--- src/rtl/iram_controller_if.sv ---
// Bundle between the line-fill controller, the fetch core (miss request/word return)
// and the instruction memory (read strobe/address/data).
interface iram_controller_if #(
    parameter int PC_SIZE    = 32,
    parameter int MEM_WORD   = 32,
    parameter int LINE_WORDS = 4
);
    localparam int OFF_W = $clog2(LINE_WORDS);

    logic                i_miss;
    logic [PC_SIZE-1:0]  iram_address;
    logic [MEM_WORD-1:0] imem_word;
    logic                word_ready;
    logic [OFF_W-1:0]    word_offset;
    logic                line_done;
    logic                busy;
    logic                mem_re;
    logic [PC_SIZE-1:0]  mem_addr;
    logic [MEM_WORD-1:0] mem_rdata;

    modport slave (
        input  i_miss, iram_address, mem_rdata,
        output imem_word, word_ready, word_offset, line_done, busy, mem_re, mem_addr
    );

    modport master (
        output i_miss, iram_address, mem_rdata,
        input  imem_word, word_ready, word_offset, line_done, busy, mem_re, mem_addr
    );
endinterface

--- src/rtl/iram_controller.sv ---
// Instruction line-fill controller: fetches one cache line word by word,
// critical word first with wrap-around, one memory request outstanding at a time.
module iram_controller #(
    parameter int PC_SIZE     = 32,
    parameter int MEM_WORD    = 32,
    parameter int LINE_WORDS  = 4,
    parameter int MEM_LATENCY = 2
) (
    input logic clk,
    input logic rst,
    iram_controller_if.slave bus
);
    localparam int OFF_W = $clog2(LINE_WORDS);
    localparam int LAT_W = (MEM_LATENCY > 1) ? $clog2(MEM_LATENCY) : 1;
    localparam logic [PC_SIZE-1:0] LOW_MASK = PC_SIZE'((1 << (OFF_W + 2)) - 1);
    localparam logic [OFF_W-1:0]   LAST_CNT = OFF_W'(LINE_WORDS - 1);

    typedef enum logic [2:0] {IDLE, REQ, WAIT, DELIVER, DONE} state_t;

    state_t              state, state_nxt;
    logic [PC_SIZE-1:0]  base;
    logic [OFF_W-1:0]    crit, cnt, offset;
    logic [LAT_W-1:0]    lat_cnt;
    logic [MEM_WORD-1:0] word;
    logic                wait_last;

    assign offset    = crit + cnt;
    assign wait_last = (lat_cnt == LAT_W'(MEM_LATENCY - 1));

    always_ff @(posedge clk) begin
        if (rst) state <= IDLE;
        else     state <= state_nxt;
    end

    // Dropping i_miss anywhere in the fill abandons it; DONE waits for the release.
    always_comb begin
        state_nxt = state;
        case (state)
            IDLE:    if (bus.i_miss) state_nxt = REQ;
            REQ:     state_nxt = bus.i_miss ? WAIT : IDLE;
            WAIT:    if (!bus.i_miss) state_nxt = IDLE;
                     else if (wait_last) state_nxt = DELIVER;
            DELIVER: if (!bus.i_miss) state_nxt = IDLE;
                     else if (cnt == LAST_CNT) state_nxt = DONE;
                     else state_nxt = REQ;
            DONE:    if (!bus.i_miss) state_nxt = IDLE;
            default: state_nxt = IDLE;
        endcase
    end

    always_ff @(posedge clk) begin
        if (rst) begin
            base    <= '0;
            crit    <= '0;
            cnt     <= '0;
            lat_cnt <= '0;
            word    <= '0;
        end else begin
            case (state)
                IDLE: if (bus.i_miss) begin
                    base <= bus.iram_address & ~LOW_MASK;
                    crit <= bus.iram_address[OFF_W+1:2];
                    cnt  <= '0;
                end
                REQ:     lat_cnt <= '0;
                WAIT: begin
                    lat_cnt <= lat_cnt + 1'b1;
                    if (wait_last && bus.i_miss) word <= bus.mem_rdata;
                end
                DELIVER: if (bus.i_miss) cnt <= cnt + 1'b1;
                default: ;
            endcase
        end
    end

    always_comb begin
        bus.mem_re      = (state == REQ) && bus.i_miss;
        bus.mem_addr    = bus.mem_re ? (base | (PC_SIZE'(offset) << 2)) : '0;
        bus.word_ready  = (state == DELIVER) && bus.i_miss;
        bus.word_offset = (state == DELIVER) ? offset : '0;
        bus.line_done   = bus.word_ready && (cnt == LAST_CNT);
        bus.busy        = (state != IDLE);
        bus.imem_word   = word;
    end
endmodule
--- src/flat_wrapper.sv ---
// flat-port wrapper written by rule: the top's interface ports become plain ports
module iram_controller_flat 
#(
    parameter int PC_SIZE     = 32,
    parameter int MEM_WORD    = 32,
    parameter int LINE_WORDS  = 4,
    parameter int MEM_LATENCY = 2
)
  (clk, rst, bus_i_miss, bus_iram_address, bus_mem_rdata, bus_imem_word, bus_word_ready, bus_word_offset, bus_line_done, bus_busy, bus_mem_re, bus_mem_addr);
  iram_controller_if #(.PC_SIZE(PC_SIZE), .MEM_WORD(MEM_WORD), .LINE_WORDS(LINE_WORDS)) bus_i ();
  input logic clk;
  input logic rst;
  input wire logic [$bits(bus_i.i_miss)-1:0] bus_i_miss;
  input wire logic [$bits(bus_i.iram_address)-1:0] bus_iram_address;
  input wire logic [$bits(bus_i.mem_rdata)-1:0] bus_mem_rdata;
  output wire logic [$bits(bus_i.imem_word)-1:0] bus_imem_word;
  output wire logic [$bits(bus_i.word_ready)-1:0] bus_word_ready;
  output wire logic [$bits(bus_i.word_offset)-1:0] bus_word_offset;
  output wire logic [$bits(bus_i.line_done)-1:0] bus_line_done;
  output wire logic [$bits(bus_i.busy)-1:0] bus_busy;
  output wire logic [$bits(bus_i.mem_re)-1:0] bus_mem_re;
  output wire logic [$bits(bus_i.mem_addr)-1:0] bus_mem_addr;
  assign bus_i.i_miss = bus_i_miss;
  assign bus_i.iram_address = bus_iram_address;
  assign bus_i.mem_rdata = bus_mem_rdata;
  assign bus_imem_word = bus_i.imem_word;
  assign bus_word_ready = bus_i.word_ready;
  assign bus_word_offset = bus_i.word_offset;
  assign bus_line_done = bus_i.line_done;
  assign bus_busy = bus_i.busy;
  assign bus_mem_re = bus_i.mem_re;
  assign bus_mem_addr = bus_i.mem_addr;
  iram_controller #(.PC_SIZE(PC_SIZE), .MEM_WORD(MEM_WORD), .LINE_WORDS(LINE_WORDS), .MEM_LATENCY(MEM_LATENCY)) u_core (.clk(clk), .rst(rst), .bus(bus_i));
endmodule
--- config.mk ---
export PLATFORM = sky130hd
export DESIGN_NAME = iram_controller_flat
export DESIGN_NICKNAME = d
export VERILOG_FILES = /design/src/rtl/iram_controller_if.sv /design/src/rtl/iram_controller.sv /design/src/flat_wrapper.sv
export SDC_FILE = /design/constraint.sdc
export NUM_CORES = 1
export LEC_CHECK = 0
export CAP_MARGIN = 20
export CORE_MARGIN = 2
export CORE_UTILIZATION = 25
export CTS_BUF_LIST = sky130_fd_sc_hd__clkbuf_16
export DETAILED_ROUTE_END_ITERATION = 10
export GPL_ROUTABILITY_DRIVEN = 1
export PLACE_DENSITY_LB_ADDON = 0.2
export SETUP_SLACK_MARGIN = 0.15
export SLEW_MARGIN = 5
export SYNTH_ARGS = -nofsm -noshare
export SYNTH_HDL_FRONTEND = slang
export SYNTH_SLANG_ARGS = --single-unit
--- constraint.sdc ---
create_clock -name clk -period 1.6 [get_ports clk]
set_clock_uncertainty 0.1 [all_clocks]
set_input_delay 0.32 -clock clk [delete_from_list [all_inputs] [get_ports clk]]
set_output_delay 0.32 -clock clk [all_outputs]
set_load 0.03 [all_outputs]
# After elaboration in Yosys (flattened, before gate mapping)
# Cells that the tools add are included.
# W data, S select, Z words.
[word_totals]
in_bits = 67
reg_bits = 68
[classes]
n_reduce_logical = 12
n_eq_ne = 9
bitwise = 1
n_addsub = 3
mux = 14
[op_table]
columns = ["cell", "n"]
rows = [
  ["$mux W32", 1],
  ["$or A32 B4 Y32", 1],
  ["$mux W3", 6],
  ["$pmux W3 S5", 1],
  ["$mux W2", 4],
  ["$eq A3 B2 Y1 const B", 2],
  ["$ne A2 B2 Y1 const B", 3],
  ["$reduce_and A3 Y1", 2],
  ["$logic_and A1 B1 Y1", 4],
  ["$pmux W2 S2", 1],
  ["$reduce_and A2 Y1", 2],
  ["$reduce_bool A2 Y1", 2],
  ["$eq A3 B1 Y1 const B", 1],
  ["$eq A3 B3 Y1 const B", 1],
  ["$logic_not A3 Y1", 1],
  ["$ne A3 B2 Y1 const B", 1],
  ["$reduce_bool A3 Y1", 1],
  ["$add A2 B1 Y2 const B", 1],
  ["$add A2 B2 Y2", 1],
  ["$eq A2 B2 Y1 const B", 1],
  ["$pmux W1 S2", 1],
  ["$add A1 B1 Y1 const B", 1],
]

# Longest topological paths before layout
# Gate-level depths: netlist of run 1.
[depth]
ltp_word = 4
depth_mapped = 7
depth_no_buf = 5

# Worst setup path before layout of run 1
# Ideal clock, no wire load.
[synth_timing]
kind = "flip-flop to output port"
startpoint = "reg u_core.state[0]"
endpoint = "out bus_mem_addr[11]"
required_ps = 1180
t_arrival_ps = 1551
stages_incl_launch_ff = 5
n_path_buf = 2
setup_slack_ps = -371
cell_sequence = "dfxtp_1 -> buf_2 -> nor3b_2 -> clkbuf_1 -> and2_1"
[synth_via]
elab_chain_len = 3
[synth_lines]
columns = ["element", "line_no", "source"]
rows = [
  ["start, declared", "iram_controller.sv:20", "state_t state, state_nxt;"],
  ["start signal, assigned", "iram_controller.sv:32", "else state <= state_nxt;"],
  ["$eq A3 B1 Y1", "iram_controller.sv:77", "bus.mem_re = (state == REQ) && bus.i_miss;"],
  ["$logic_and A1 B1 Y1", "iram_controller.sv:77", ""],
  ["via bus_mem_re", "flat_wrapper.sv:21", "output wire logic [$bits(bus_i.mem_re)-1:0] bus_mem_re;"],
  ["$mux W32", "iram_controller.sv:78", "bus.mem_addr = bus.mem_re ? (base | (PC_SIZE'(offset) << 2)) : '0;"],
  ["end, declared", "flat_wrapper.sv:22", "output wire logic [$bits(bus_i.mem_addr)-1:0] bus_mem_addr;"],
]
# The timed path passes the listed nets, and every way through them passes these cells.

# Worst setup path after layout of run 1
[layout_timing]
startpoint = "reg u_core.state[1]"
endpoint = "out bus_mem_addr[3]"
[layout_via]
elab_chain_len = 3
[layout_lines]
columns = ["element", "line_no"]
rows = [
  ["$eq A3 B1 Y1", "iram_controller.sv:77"],
  ["$logic_and A1 B1 Y1", "iram_controller.sv:77"],
  ["$mux W32", "iram_controller.sv:78"],
]
# Every way passes these cells.

==> results of run 1 <==
-- per-layer routing --
layer,vias to the layer above,part of all wire [%],track usage (%)
met2,91,48,22.9
met3,10,7.2,4.80
met1,1282,44,16.3
li1,1453,-,-
met4,0,1.3,5.42
met5,-,0,0
-- worst max-delay path by stage --
stage / end / slack (ns) / depth (start not counted)
after CTS: bus_mem_addr[3] / -0.36 / 5
after global placement: bus_mem_addr[3] / -0.54 / 6
final: bus_mem_addr[3] / -0.33 / 5
after global routing: bus_mem_addr[3] / -0.39 / 5
after floorplan: bus_mem_addr[11] / 0.08 / 4
after detailed placement: bus_mem_addr[31] / -0.57 / 6
-- cell families after synthesis --
group                      count (synthesis)
xor gates and xnor gates                   3
muxes                                      1
other                                      1
buffers and inverters                     32
and+or+nand+nor                          180
adders and majority gates                  3
AOI/OAI and AO/OA                         69
DFF                                       68
-- stage by stage --
| stage | power [mW] | setup TNS [ns] | hold WS, ns | util, % | area [µm²] |
|---|---|---|---|---|---|
| global route | 4.34 | -22.63 | 0.235 | 47.5 | 5150 |
| floorplan | 2.10 | 0 | 0.337 | - | 2940 |
| finish | 4.15 | -17.21 | 0.232 | 47.5 | 5150 |
| CTS | 4.17 | -15.92 | 0.226 | 46.2 | 5010 |
| global placement | 2.37 | -45.07 | 0.342 | 40.5 | 4390 |
| detailed placement | 2.38 | -47.66 | 0.348 | 40.5 | 4390 |
-- layout make-up --
type	count	area [µm²]	area share (%)
Sequential cell	68	1370	26.6
Timing Repair Buffer	171	1850	35.9
Tap cell	140	175	3.40
Clock inverter	7	28.8	0.559
Inverter	2	7.51	0.146
Multi-Input combinational cell	258	1490	29.0
Clock buffer	9	225	4.38
-- flip-flops by register name, summed over array words and instances, names as in the netlist --
signal,flops
u_core.cnt,2
u_core.base,28
u_core.state,3
u_core.lat_cnt,1
u_core.crit,2
u_core.bus.imem_word,32
-- where the power goes --
group	switching (mW)	internal, mW
Clock	0.662	1.01
Sequential	0.0404	1.76
Combinational	0.294	0.377
Total	0.997	3.15
-- repair_timing --
action                                 in CTS  in global routing
gates resized for setup                   153                 31
buffers inserted                           13                  2
endpoints found under the hold margin       0                  0
gates cloned                                2                  1
setup endpoints to repair                 133                102
pin swaps                                   5                  5
hold buffers                                0                  0
-- synthesized netlist by cell type (2+ instances only) --
cell | instances | area share, %
xnor2_1 | 2 | 0.63
buf_6 | 3 | 1.2
nor3_1 | 3 | 0.54
a21oi_1 | 64 | 12
and2_1 | 30 | 6.7
nor2_1 | 5 | 0.67
nor2b_1 | 2 | 0.45
nor3b_2 | 2 | 0.90
clkbuf_1 | 13 | 1.8
inv_1 | 2 | 0.27
nand2b_1 | 2 | 0.45
or3_1 | 2 | 0.45
ha_1 | 2 | 0.90
dfxtp_1 | 68 | 49
nand2_1 | 126 | 17
buf_2 | 11 | 2.0
buf_4 | 3 | 0.81
nand3_1 | 2 | 0.36
-- worst max-delay path, delay by kind of cell (launching register included) --
family,cells,cell delay (ns)
buf+inv,2,0.33
simple gates,3,0.53
flops,1,0.32
-- cell usage in the layout, fill, tap and decap left out, types with 2 or more instances in the layout --
cell type        count
buf_16               2
nor3_2               2
dfxtp_2              5
nand2_2             24
nor2_1               5
clkdlybuf4s50_1     62
nand2_1            102
and2_4              30
nand2b_4             2
clkbuf_16           10
buf_4               26
buf_12               7
conb_1               2
inv_1                5
a21oi_1             63
dfxtp_1             63
buf_6               39
clkinv_2             2
clkdlybuf4s15_2     32
nor3b_4              2
or3_4                2
==> flow_metrics.py, run 1 <==
metrics = {
    "status": {
        "violations": "setup timing",
        "outcome": "complete, but fails checks",
    },
    "placement": {
        "pre_cts_slack_ns": -0.571,
        "port_buffers": 132,
        "hpwl_um": 5340,
        "gp_congestion": 0.737,
        "dp.cells": 621,
    },
    "routing": {
        "via_per_inst": 4.33,
        "drtIter0Drc": 93,
        "wire_per_inst_um": 12.5,
        "first_pass_iters": 4,
        "vias": 2836,
        "route.detailed.drc": 0,
        "antenna_left": 0,
        "drt_wl_total_um": 8220,
    },
    "cells_and_area": {
        "final_cells": 655,
        "post_route_cells_drive_above_1_share_pct": 38.6,
        "syn_to_final_growth_pct": 85.1,
        "diodes": 0,
        "finalNetCount": 579,
        "fillers": 1026,
    },
    "synth": {
        "synth_compound_area_share_pct": 13.0,
        "synthAdderAreaFrac_pct": 1.26,
        "syn_inst": 357,
        "synth-edff-count": 0,
        "synth_flop_cell": "dfxtp_1",
        "synth-seq-area-share_pct": 48.9,
        "ys_types": 33,
        "avgSynthCellArea_um2": 7.79,
        "ys_ff_latch": 68,
        "yosys_warnings": 0,
        "synthArstFlopShare_pct": 0,
        "synthSimpleGateAreaFrac_pct": 29.3,
        "synth_xor_xnor_area_share_pct": 0.945,
        "syn-cell-area_um2": 2780,
        "synth_mux_area_share_pct": 0.360,
        "synth_top_family_by_area": "simple AND/OR/NAND/NOR gates",
    },
    "setup_path": {
        "worstPathMaxFanout": 31,
        "arrival_ns": 1.51,
        "crit_path_cell_trace": "nand2b_4 -> nor3b_4 -> buf_12 -> nor2b_2 -> buf_6",
        "crit_type": "flip-flop to primary output",
        "cp-start-kind": "flip-flop",
        "cp_slowest_cell": "dfxtp_2",
        "required_ns": 1.18,
        "cpPeakStageDelay_ns": 0.32,
        "crit-reg2reg-launch": "u_core.state[1]$_SDFFE_PP0P_",
        "reg2reg_slack_ns": -0.19,
        "crit_start": "u_core.state[1]$_SDFFE_PP0P_",
        "reg2reg_to": "u_core.base[14]$_SDFFE_PP0P_",
        "cp-end-kind": "primary output",
        "worstRegToRegCells": 8,
    },
    "pwr": {
        "p_per_area_nw_per_um2": 805,
        "ir_drop_uv": 366,
        "leakagePower_nw": 2.01,
    },
    "grt": {
        "antenna_found_initial": 0,
        "grt_pass1_wl_um": 12900,
        "track_usage_pct": 13.8,
        "grt-ovfl-total": 0,
        "grt_pass1_vias": 2815,
        "grt_max_degree": 37,
    },
    "timing": {
        "setup_viol": 100,
        "max_freq_mhz": 518,
        "slew_violations": 0,
        "finalWorstSetupSlack_ns": -0.329,
        "rsz0062_at_grt": "true",
        "fin_crit_sh_pct": 121,
        "final_hold_viol_count": 0,
        "layout_min_cycle_time_ns": 1.93,
    },
    "clock_network": {
        "path_clk_slew_ns": 0.05,
        "clkSinkCount": 68,
        "cts_made_buffers": 9,
        "clockRootBuffer": "clkbuf_16",
        "clk_latency_ns": 0.32,
        "h-tree-depth": 3,
        "cts_tree": "built",
        "clockBufferDepth": 2,
    },
    "floorplanning": {
        "coreArea_um2": 10800,
        "start_util_pct": 25.7,
        "floorplan.die_area_um2": 12000,
        "row_count": 38,
        "ios": 137,
        "dieWidth_um": 109,
        "die_y_um": 109,
    },
    "min_path": {
        "whs_endpoint": "u_core.cnt[0]$_SDFFE_PP0P_",
        "hp-class": "primary input to flip-flop",
        "hold_depth": 2,
        "min_from": "rst",
    },
    "flow_run": {
        "drv_cap": 0,
    },
}
(Power assumes the default switching activity.)
==> run 2: changes to the inputs <==
--- a/config.mk
+++ b/config.mk
@@ -12,6 +12,8 @@
 export DETAILED_ROUTE_END_ITERATION = 10
 export GPL_ROUTABILITY_DRIVEN = 1
 export PLACE_DENSITY_LB_ADDON = 0.2
+export RECOVER_POWER = 25
+export REMOVE_ABC_BUFFERS = 1
 export SETUP_SLACK_MARGIN = 0.15
 export SLEW_MARGIN = 5
 export SYNTH_ARGS = -nofsm -noshare
==> flow_metrics.py, run 2 (same netlist as run 1, synthesis figures left out) <==
metrics = {
    "timing": {
        "rsz0062_at_grt": "true",
        "slew_violations": 0,
        "layout_min_cycle_time_ns": 2.05,
        "final_hold_viol_count": 0,
        "fin_crit_sh_pct": 128,
        "setup_viol": 102,
        "tns_ns": -26.89,
        "max_freq_mhz": 488,
        "finalWorstSetupSlack_ns": -0.451,
    },
    "grt": {
        "grt_pass1_wl_um": 15400,
        "track_usage_pct": 17.0,
        "grt_max_degree": 33,
        "antenna_found_initial": 0,
        "grt-ovfl-total": 0,
        "grt_pass1_vias": 2991,
    },
    "clock_network": {
        "clockRootBuffer": "clkbuf_16",
        "path_clk_slew_ns": 0.05,
        "clk_latency_ns": 0.32,
        "h-tree-depth": 3,
        "cts_tree": "built",
        "clkSinkCount": 68,
        "clockBufferDepth": 2,
        "postCtsHoldBufs": 0,
        "cts_made_buffers": 9,
    },
    "placement": {
        "gp_congestion": 0.712,
        "dp.cells": 617,
        "hpwl_um": 5320,
        "pre_cts_slack_ns": -0.534,
        "port_buffers": 132,
        "postPlaceCellArea_um2": 4260,
    },
    "cells_and_area": {
        "diodes": 0,
        "layout_common_cells": "dfxtp_1 (65), clkdlybuf4s50_1 (62), nand2_1 (57), buf_6 (55), a21oi_2 (51)",
        "largest_reg_flops": 32,
        "final_cells": 672,
        "finalNetCount": 598,
        "post_route_cells_drive_above_1_share_pct": 57.5,
        "regArea_um2": 1370,
        "syn_to_final_growth_pct": 120,
        "final_area_um2": 6120,
        "fillers": 922,
        "mostFrequentLayoutCell": "dfxtp_1",
        "multiInputGateArea_um2": 2070,
    },
    "routing": {
        "route.detailed.drc": 0,
        "first_pass_iters": 4,
        "drtIter0Drc": 94,
        "drt_wl_total_um": 10800,
        "via_per_inst": 4.52,
        "antenna_left": 0,
        "vias": 3038,
        "wire_per_inst_um": 16.0,
    },
    "pwr": {
        "ir_drop_uv": 467,
        "leakagePower_nw": 2.54,
        "total_power_mw": 4.51,
        "p_per_area_nw_per_um2": 736,
    },
    "floorplanning": {
        "floorplan.die_area_um2": 12000,
        "coreArea_um2": 10800,
        "dieWidth_um": 109,
        "row_count": 38,
        "die_y_um": 109,
        "start_util_pct": 25.7,
        "ios": 137,
    },
    "setup_path": {
        "arrival_ns": 1.63,
        "crit_type": "flip-flop to primary output",
        "cp-start-kind": "flip-flop",
        "cp-end-kind": "primary output",
        "required_ns": 1.18,
        "worstPathMaxFanout": 7,
    },
    "flow_run": {
        "drv_cap": 0,
    },
    "status": {
        "outcome": "complete, but fails checks",
        "violations": "setup timing",
    },
    "min_path": {
        "hp-class": "primary input to flip-flop",
    },
}
## run 2: changes by cell type in the layout (fill, tap and decap cells not counted), moves of 3 or more
| cell | previous run | this run |
|---|---|---|
| buf_16 | 2 | 12 |
| nand2_2 | 24 | 21 |
| inv_1 | 5 | 1 |
| a21oi_1 | 63 | 13 |
| dfxtp_2 | 5 | 2 |
| a21oi_2 | 1 | 51 |
| buf_12 | 7 | 11 |
| nand2_1 | 102 | 57 |
| buf_4 | 26 | 14 |
| nand2_4 | 0 | 48 |
| clkdlybuf4s15_2 | 32 | 24 |
| buf_6 | 39 | 55 |
| clkbuf_1 | 0 | 7 |
## run 2: worst paths after layout
check	start	to	slack (ns)	depth (start not counted)
max reg2reg	u_core.state[2]$_SDFFE_PP0P_	u_core.bus.imem_word[16]$_SDFFE_PP0P_	-0.26	11
max	u_core.state[1]$_SDFFE_PP0P_	bus_mem_addr[2]	-0.45	7
min	rst	u_core.lat_cnt$_SDFFE_PP0P_	0.29	2
min reg2reg	u_core.bus.imem_word[24]$_SDFFE_PP0P_	u_core.bus.imem_word[24]$_SDFFE_PP0P_	0.35	2
## run 2: final cells by class
type | instances | share of cell area [%]
Timing Repair Buffer | 190 | 36.7
Multi-Input combinational cell | 258 | 33.9
Sequential cell | 68 | 22.4
Clock buffer | 9 | 3.68
Tap cell | 140 | 2.86
Clock inverter | 5 | 0.348
Inverter | 2 | 0.123
## run 2: what timing repair did
item / CTS / global route
pin swaps: 75 / 54
setup endpoints to repair: 133 / 109
setup buffers: 23 / 6
gates cloned: 12 / 0
resized for setup: 258 / 145
## run 2: layer usage
layer  share of wire [%]  vias up  track usage (%)  wire length [µm]
met4                 1.5        0             5.42               160
met1                  40     1416             19.0              4270
li1                    -     1491                -                 -
met2                  49      120             28.7              5250
met5                   0        -                0                 0
met3                  10       11             7.88              1090
## run 2: metrics by stage
| stage | hold slack, ns | util (%) |
|---|---|---|
| 6_report | 0.294 | 56.4 |
| 5_1_grt | 0.294 | 56.4 |
| 4_1_cts | 0.246 | 51.5 |
| 3_5_place_dp | 0.344 | 39.3 |
| 3_3_place_gp | 0.339 | 39.3 |
| 2_1_floorplan | 0.289 | - |
## run 2: power by group
part / leakage (nW) / total (mW) / internal [mW] / switching, mW
logic: 1.87 / 1.01 / 0.556 / 0.450
clock network: 0.123 / 1.68 / 1.01 / 0.671
registers: 0.554 / 1.82 / 1.76 / 0.0627
## run 2: worst max-delay path, stage by stage (launching register included)
cell and delay (ns):
dfxtp_2 0.32, nand2b_4 0.14, nor3b_4 0.20, buf_4 0.15, buf_8 0.12, buf_16 0.12, and2_4 0.14, buf_6 0.12
==> run 3: changes to the inputs <==
--- a/config.mk
+++ b/config.mk
@@ -7,7 +7,7 @@
 export LEC_CHECK = 0
 export CAP_MARGIN = 20
 export CORE_MARGIN = 2
-export CORE_UTILIZATION = 25
+export CORE_UTILIZATION = 29
 export CTS_BUF_LIST = sky130_fd_sc_hd__clkbuf_16
 export DETAILED_ROUTE_END_ITERATION = 10
 export GPL_ROUTABILITY_DRIVEN = 1
@@ -15,6 +15,7 @@
 export RECOVER_POWER = 25
 export REMOVE_ABC_BUFFERS = 1
 export SETUP_SLACK_MARGIN = 0.15
+export SKIP_CTS_REPAIR_TIMING = 1
 export SLEW_MARGIN = 5
 export SYNTH_ARGS = -nofsm -noshare
 export SYNTH_HDL_FRONTEND = slang
==> flow_metrics.py, run 3 (same netlist as run 1, synthesis figures left out) <==
metrics = {
    "flow_run": {
        "drv_cap": 0,
    },
    "cells_and_area": {
        "layout_common_cells": "nand2_1 (112), dfxtp_1 (65), clkdlybuf4s50_1 (62), a21oi_1 (51), buf_6 (43)",
        "post_route_cells_drive_above_1_share_pct": 30.3,
        "diodes": 0,
        "post-route-util_pct": 56.1,
        "final_area_um2": 5210,
        "finalNetCount": 574,
        "final_cells": 637,
        "largest_reg_flops": 32,
        "fillers": 824,
        "mostFrequentLayoutCell": "nand2_1",
        "syn_to_final_growth_pct": 87.2,
    },
    "setup_path": {
        "worstPathMaxFanout": 8,
        "cp-end-kind": "primary output",
        "cp_slowest_cell": "dfxtp_2",
        "path_common_cell": "buf_6",
        "cp-start-kind": "flip-flop",
        "required_ns": 1.18,
        "crit_buf_inv": 3,
        "arrival_ns": 1.57,
        "cpPeakStageDelay_ns": 0.33,
        "cp_top_family": "simple AND/OR/NAND/NOR gates",
        "crit_type": "flip-flop to primary output",
        "crit_path_cell_trace": "nand2b_4 -> nor3b_4 -> buf_6 -> clkbuf_16 -> and2_4 -> buf_6",
    },
    "pwr": {
        "ir_drop_uv": 448,
        "leakagePower_nw": 2.58,
        "p_per_area_nw_per_um2": 795,
        "total_power_mw": 4.14,
    },
    "timing": {
        "final_hold_viol_count": 0,
        "setup_viol": 74,
        "fin_crit_sh_pct": 125,
        "max_freq_mhz": 502,
        "rsz0062_at_grt": "true",
        "layout_min_cycle_time_ns": 1.99,
        "finalWorstSetupSlack_ns": -0.392,
        "slew_violations": 0,
    },
    "grt": {
        "met1_usage_pct": 17.4,
        "busiest_layer": "met2",
        "grt_max_degree": 41,
        "grt_pass1_vias": 2539,
        "antenna_found_initial": 0,
        "grt-ovfl-total": 0,
        "grt_pass1_wl_um": 11700,
        "met3_usage_pct": 6.77,
        "track_usage_pct": 14.2,
        "grt_util_met2_pct": 21.4,
    },
    "placement": {
        "port_buffers": 132,
        "postPlaceCellArea_um2": 4260,
        "gp_congestion": 0.738,
        "dp.cells": 610,
        "hpwl_um": 5140,
    },
    "min_path": {
        "hp-class": "primary input to flip-flop",
    },
    "routing": {
        "first_pass_iters": 4,
        "drtIter0Drc": 57,
        "route.detailed.drc": 0,
        "via_per_inst": 4.57,
        "vias": 2912,
        "drt_wl_total_um": 8750,
        "antenna_left": 0,
        "wire_per_inst_um": 13.7,
    },
    "clock_network": {
        "cts_tree": "built",
        "clkSinkCount": 68,
        "path_clk_slew_ns": 0.05,
        "cts_made_buffers": 9,
        "h-tree-depth": 3,
        "clockBufferDepth": 2,
        "clk_latency_ns": 0.32,
        "clockRootBuffer": "clkbuf_16",
    },
    "floorplanning": {
        "dieWidth_um": 102,
        "coreArea_um2": 9280,
        "row_count": 35,
        "die_y_um": 102,
        "floorplan.die_area_um2": 10400,
        "start_util_pct": 30.0,
        "ios": 137,
    },
    "status": {
        "violations": "setup timing",
        "outcome": "complete, but fails checks",
    },
}
-- run 3: cell types whose count changed in the layout (fill, tap and decap cells not counted), sizes merged --
cell           change
dlygate4sd2        -1
clkinv             -2
clkdlybuf4s18      -1
clkinvlp           +1
inv                +1
dlymetal6s2s      +33
clkdlybuf4s15     -24
buf               -31
-- run 3: metal layers --
layer	vias to the layer above	wire [µm]	part of all wire, %
met5	-	0	0
met4	0	135	1.5
met3	13	847	9.7
met2	118	3960	45
met1	1343	3810	44
li1	1438	-	-
-- run 3: power by group --
group / total [mW] / internal (mW) / leakage [nW] / switching [mW]
registers: 1.80 / 1.76 / 0.554 / 0.0372
clock network: 1.67 / 1.01 / 0.121 / 0.661
logic: 0.675 / 0.377 / 1.90 / 0.298
-- run 3: through the flow --
step	setup slack, ns	setup TNS (ns)	hold slack [ns]
4_1_cts	-0.526	-25.17	0.197
3_3_place_gp	-0.463	-37.51	0.338
6_report	-0.392	-14.00	0.215
3_5_place_dp	-0.526	-40.33	0.343
2_1_floorplan	-0.978	-68.20	0.289
5_1_grt	-0.443	-19.24	0.217
-- run 3: area by class of cell --
type	count	area [µm²]	area share [%]
inverters	2	7.51	0.144
flip-flops and latches	68	1370	26.2
clock buffers	9	225	4.33
repair buffers	166	1920	36.8
multi-input cells	258	1510	29.0
clock inverters	5	22.5	0.433
well taps	129	161	3.10
-- run 3: worst reg2reg max path, stage by stage (launching register included) --
cell and delay (ns):
dfxtp_1 0.32, buf_6 0.12, buf_6 0.12, clkbuf_1 0.17, nor3b_4 0.27, buf_6 0.17
clkbuf_16 0.16, nand2_1 0.07, a21oi_2 0.11
-- run 3: final timing paths --
| check | startpoint | endpoint | slack (ns) | cells past startpoint |
|---|---|---|---|---|
| max | u_core.state[1]$_SDFFE_PP0P_ | bus_mem_addr[10] | -0.39 | 6 |
| min | rst | u_core.bus.imem_word[2]$_SDFFE_PP0P_ | 0.21 | 2 |
| max reg2reg | u_core.state[0]$_SDFFE_PP0P_ | u_core.bus.imem_word[25]$_SDFFE_PP0P_ | -0.08 | 8 |
| min reg2reg | u_core.bus.imem_word[0]$_SDFFE_PP0P_ | u_core.bus.imem_word[0]$_SDFFE_PP0P_ | 0.35 | 2 |
